<file path="src/rtl/serial_add_ctrl_if.sv">
// serial_add_ctrl_if: start/operand/result handshake bundle for the bit-serial adder
interface serial_add_ctrl_if #(parameter int WIDTH = 8);
  logic start;
  logic [WIDTH-1:0] a;
  logic [WIDTH-1:0] b;
  logic cin;
  logic [WIDTH-1:0] sum;
  logic cout;
  logic busy;
  logic done;
  modport master (output start, a, b, cin, input sum, cout, busy, done);
  modport slave (input start, a, b, cin, output sum, cout, busy, done);
endinterface

</file>
<file path="src/rtl/serial_add_ctrl.sv">
// serial_add_ctrl: area-minimal adder stepping one shared full-adder cell LSB-first
module half_addr (
  input  logic a,
  input  logic b,
  output logic s,
  output logic c
);
  assign s = a ^ b;
  assign c = a & b;
endmodule

module serial_add_ctrl #(parameter int WIDTH = 8) (
  input logic clk,
  input logic rst,
  serial_add_ctrl_if.slave bus
);
  localparam int CW = $clog2(WIDTH);
  localparam logic [CW-1:0] LAST = CW'(WIDTH - 1);
  typedef enum logic [1:0] {IDLE, RUN, DONE} state_t;
  state_t state;
  logic [WIDTH-1:0] sa, sb;
  logic [CW-1:0] cnt;
  logic c, p, g1, s, g2, nc;
  half_addr ha1 (.a(sa[0]), .b(sb[0]), .s(p), .c(g1));
  half_addr ha2 (.a(p), .b(c), .s(s), .c(g2));
  assign nc = g1 | g2;
  always_ff @(posedge clk or posedge rst) begin
    if (rst) begin
      state    <= IDLE;
      sa       <= '0;
      sb       <= '0;
      c        <= 1'b0;
      cnt      <= '0;
      bus.sum  <= '0;
      bus.cout <= 1'b0;
      bus.busy <= 1'b0;
      bus.done <= 1'b0;
    end else if (state == RUN) begin
      bus.sum <= {s, bus.sum[WIDTH-1:1]};
      sa      <= {1'b0, sa[WIDTH-1:1]};
      sb      <= {1'b0, sb[WIDTH-1:1]};
      c       <= nc;
      cnt     <= cnt + 1'b1;
      if (cnt == LAST) begin
        state    <= DONE;
        bus.cout <= nc;
        bus.busy <= 1'b0;
        bus.done <= 1'b1;
      end
    end else begin
      // IDLE and DONE accept start identically, giving back-to-back throughput
      bus.done <= 1'b0;
      if (bus.start) begin
        state    <= RUN;
        sa       <= bus.a;
        sb       <= bus.b;
        c        <= bus.cin;
        cnt      <= '0;
        bus.busy <= 1'b1;
      end else begin
        state <= IDLE;
      end
    end
  end
endmodule

</file>
<file path="src/flat_wrapper.sv">
// flat-port wrapper written by rule: the top's interface ports become plain ports
module serial_add_ctrl_flat 
#(parameter int WIDTH = 8)
  (clk, rst, bus_start, bus_a, bus_b, bus_cin, bus_sum, bus_cout, bus_busy, bus_done);
  serial_add_ctrl_if #(.WIDTH(WIDTH)) bus_i ();
  input logic clk;
  input logic rst;
  input wire logic [$bits(bus_i.start)-1:0] bus_start;
  input wire logic [$bits(bus_i.a)-1:0] bus_a;
  input wire logic [$bits(bus_i.b)-1:0] bus_b;
  input wire logic [$bits(bus_i.cin)-1:0] bus_cin;
  output wire logic [$bits(bus_i.sum)-1:0] bus_sum;
  output wire logic [$bits(bus_i.cout)-1:0] bus_cout;
  output wire logic [$bits(bus_i.busy)-1:0] bus_busy;
  output wire logic [$bits(bus_i.done)-1:0] bus_done;
  assign bus_i.start = bus_start;
  assign bus_i.a = bus_a;
  assign bus_i.b = bus_b;
  assign bus_i.cin = bus_cin;
  assign bus_sum = bus_i.sum;
  assign bus_cout = bus_i.cout;
  assign bus_busy = bus_i.busy;
  assign bus_done = bus_i.done;
  serial_add_ctrl #(.WIDTH(WIDTH)) u_core (.clk(clk), .rst(rst), .bus(bus_i));
endmodule
</file>
<file path="config.mk">
export PLATFORM = sky130hd
export DESIGN_NAME = serial_add_ctrl_flat
export DESIGN_NICKNAME = d
export VERILOG_FILES = /design/src/rtl/serial_add_ctrl_if.sv /design/src/rtl/serial_add_ctrl.sv /design/src/flat_wrapper.sv
export SDC_FILE = /design/constraint.sdc
export NUM_CORES = 1
export LEC_CHECK = 0
export CAP_MARGIN = 20
export CORE_UTILIZATION = 36
export DETAILED_ROUTE_END_ITERATION = 10
export GPL_ROUTABILITY_DRIVEN = 0
export RECOVER_POWER = 50
export SLEW_MARGIN = 20
export SYNTH_ARGS = -nofsm -noshare
export SYNTH_HDL_FRONTEND = slang
export SYNTH_HIERARCHICAL = 1
export SYNTH_SLANG_ARGS = --single-unit
</file>
<file path="constraint.sdc">
create_clock -name clk -period 1.8 [get_ports clk]
set_input_delay 0.18 -clock clk [delete_from_list [all_inputs] [get_ports clk]]
set_output_delay 0.18 -clock clk [all_outputs]
set_load 0.05 [all_outputs]
</file>
[After elaboration in Yosys (flattened, before gate mapping)]
Index checks and enable logic that the tools add are counted.
Operators by class
  reductions and logical operators: 3
  multiplexer cells: 16
  add/sub/neg operators: 1
  equality and inequality tests: 3
  bitwise operators: 5
Operators by type and width (number)
  $mux 8: 4
  $mux 1: 8
  $mux 3: 2
  $mux 2: 2
  $reduce_and 2->1: 2
  $add 3x1->3 const B: 1
  $eq 3x3->1 const B: 1
  $and 1x1->1: 2
  $eq 2x1->1 const B: 1
  $ne 2x2->1 const B: 1
  $reduce_bool 2->1: 1
  $xor 1x1->1: 2
  $or 1x1->1: 1
Storage, ports and cells
  input bits: 20
  register bits after elaboration: 33
  logic and storage cells: 37

[Depth between registers and ports, before layout]
  depth in word-level cells: 4
  depth in mapped cells: 5

[Cells and area by module]
The synthesis kept the hierarchy.
By module, submodules not included
  serial_add_ctrl: area an instance 1386.3 um^2, sequential area each 800.8 um^2, instances 1, cells each 116
  half_addr: area an instance 12.5 um^2, sequential area each 0.0 um^2, instances 2, cells each 1

[Least setup slack after synthesis]
No wires, ideal clock.
  path kind: flip-flop to flip-flop
  start: register, netlist name u_core/bus.done
  end: register u_core.bus.sum[0]
  path buffers: 1
  stages on the path, launching flop included: 4
  data arrival time: 1.245 ns
  required time: 1.675 ns
  path slack: 0.430 ns
  cell sequence: dfrtp_1 -> nor2b_4 -> buf_6 -> mux2_2
RTL lines
  end signal, assigned: line serial_add_ctrl.sv:39  | bus.sum <= {s, bus.sum[WIDTH-1:1]};
  end, declared: line serial_add_ctrl_if.sv:12  | modport slave (input start, a, b, cin, output sum, cout, busy, done);

[Worst setup path in the final report]
  start: register u_core.bus.cout
  end: output port bus_cout
RTL lines
  start, declared: line serial_add_ctrl_if.sv:12
  start signal, assigned: line serial_add_ctrl.sv:46  | bus.cout <= nc;
  end, declared: line flat_wrapper.sv:13  | output wire logic [$bits(bus_i.cout)-1:0] bus_cout;
No word-level cell between the ends.

==> reports/metrics.csv <==
metric;value;unit
outcome;completed;
required time of the critical path;1620;ps
Clock Skew;6.10;ps
Placed Area;0.00175;mm^2
starting density of the core;0.380;
clk sinks;32;
Startpoint Class;flip-flop;
Final setup viols;0;
Arrival @ worst endpoint;1480;ps
CP max FO;2;
clk_lat worst skew;280;ps
Hold Crit Class;flip-flop to flip-flop;
CORE AREA;0.00372;mm^2
Mapped Cells;118;
CP Buf/Inv Count;1;
first-pass GRT wire length;4390;um
Critical Path Sink Type;output pin;
Die Y-Extent;64.6;um
fin area;0.00184;mm^2
Clk pin slew, worst setup/hold paths;70;ps
flops & latches, synth;32;
Die ar.;0.00418;mm^2
distinct cell type count after synthesis;19;
fin cells;201;
Final Net Count;176;
Total GRT Usage;0.140;
DRT iter0 DRCs;38;
Clock Path Buffers;2;
number of global-route vias before repair;983;
Seq/Total Area, Yosys;0.567;
Syn Nets;142;
initial antenna violation count;0;
Rows;22;
final wirelength;2580;um
Worst-Margin Slew;762;ps
fillcell total;345;
via/cell ratio;4.66;
Worst VDD drop;1220;uV
Max H-tree Level;2;
layout cells sized above 1;0.144;
setup TNS;0;ps
delay-heaviest family, CP;buffers and inverters;
CP max-delay cell;clkdlybuf4s50_1;
IO Port Bufs;30;
IO Pins;31;
first-pass iteration count of the detailed router;4;
Ys Warns;6;
Setup Buffers After CTS;0;
Clk Tree Root Cell;clkbuf_8;
slew margin rel.;0.492;
ANT cells;0;
Area Growth Syn to Fin;30.4;%
Pleak;0.000858;uW
max cap viols;0;
Synth Area per Inst;12.0;um^2
Die Span X;64.6;um
pins over their slew limit;0;
TritonCTS clock tree;done;
Antenna Nets Post-Route;0;
Resized Gates After CTS;0;
DP Wirelength;1790;um
DR vias;936;
Synth Cell Area;0.00141;mm^2
kind of critical path;flip-flop to output pin;
aggregate global routing overflow;0;
Final Worst Setup Slack;137;ps
final hold violation count;0;
largest net degree at the start of global routing;33;
Num CTS Buffers;5;
Place WS;403;ps
Cell Chain, Critical Path;clkdlybuf4s50_1;
WL per Instance;12.8;um
RSZ-0062 raised after global routing;no;
PwrDens;1820;mW/mm^2
placed cells;193;
hold_buf cts;0;
crit path time final;1660;ps
CP max stage delay;820;ps
FMAX;601;MHz
drc violations;0;
final worst-path cycle share;0.924;
-- sequential cells by signal (all words and copies together) (netlist names) --
signal / count
u_core/bus.cout: 1
u_core/sb: 8
u_core/state: 1
u_core/bus.busy: 1
u_core/sa: 8
u_core/bus.sum: 8
u_core/bus.done: 1
u_core/cnt: 3
u_core/c: 1
-- cells in the mapped netlist, drive strengths merged --
cell | instances | share of area
o21ai | 16 | 0.057
mux2i | 16 | 0.11
buf | 6 | 0.040
nor2b | 2 | 0.014
a211oi | 1 | 0.0053
dfrtp | 32 | 0.57
inv | 3 | 0.0080
and2 | 1 | 0.0044
ha | 4 | 0.035
nor2 | 5 | 0.015
nand2 | 18 | 0.048
a21oi | 3 | 0.011
clkbuf | 1 | 0.0027
o22ai | 1 | 0.0044
mux2 | 9 | 0.074
-- power by group --
| group | internal, uW | total [uW] | leakage (uW) | switching [uW] |
|---|---|---|---|---|
| clock | 304 | 555 | 0.0000510 | 251 |
| sequential | 1050 | 1240 | 0.000402 | 189 |
| combinational | 635 | 1550 | 0.000406 | 919 |
-- logic make-up (layout without fill, tap and decap cells) --
group | count (synthesis) | after routing | synth area share
adders and majority gates | 4 | 4 | 0.0355
muxes | 25 | 25 | 0.188
and+or+nand+nor | 26 | 26 | 0.0816
buffers and inverters | 10 | 45 | 0.0505
DFF | 32 | 32 | 0.567
AOI/OAI and AO/OA | 21 | 21 | 0.0771
-- final cells by class --
type	instances	area [um^2]	area share
multi-input cells	76	539	0.293
repair buffers	34	337	0.183
clock inverters	2	10.0	0.00544
inverters	3	11.3	0.00612
well taps	48	60.1	0.0326
flip-flops and latches	32	801	0.435
clock buffers	6	82.6	0.0449
-- metrics by stage --
| step | hold WS (ps) | power (uW) | util |
|---|---|---|---|
| after global routing | 514 | 3580 | 0.495 |
| final | 484 | 3350 | 0.495 |
| after floorplan | 296 | 2430 | - |
| after global placement | 461 | 2780 | 0.472 |
| after CTS | 286 | 3420 | 0.497 |
| after detailed placement | 475 | 2840 | 0.472 |
-- path summary, 6_finish.rpt --
path / cells after the start / slack [ps] / to / startpoint
max in group asynchronous: 3 / 760 / u_core/bus.sum[2] / rst
worst max register to register: 4 / 420 / u_core/sa[3] / u_core/bus.done
min in group asynchronous: 3 / 550 / u_core/sa[1] / rst
worst min register to register: 2 / 480 / u_core/sa[6] / u_core/sa[7]
worst min-delay path: 2 / 480 / u_core/sa[6] / u_core/sa[7]
worst max-delay path: 1 / 140 / bus_cout / u_core/bus.cout
-- per-layer routing --
metal / global-route usage / vias up / routed length, um
met5: 0 / - / 0
met2: 0.228 / 28 / 1210
met1: 0.166 / 440 / 1150
li1: - / 466 / -
met4: 0.0667 / 0 / 14
met3: 0.0475 / 2 / 197
-- cells in the final DEF, fill, tap and decap left out, drive strengths merged, types with 3 or more instances in the layout --
cell,n
nand2,18
clkbuf,8
ha,4
nor2,5
o21ai,16
clkdlybuf4s50,29
a21oi,3
dfrtp,32
inv,3
mux2i,16
mux2,9
Note: power is estimated with default switching activity, not from simulation.
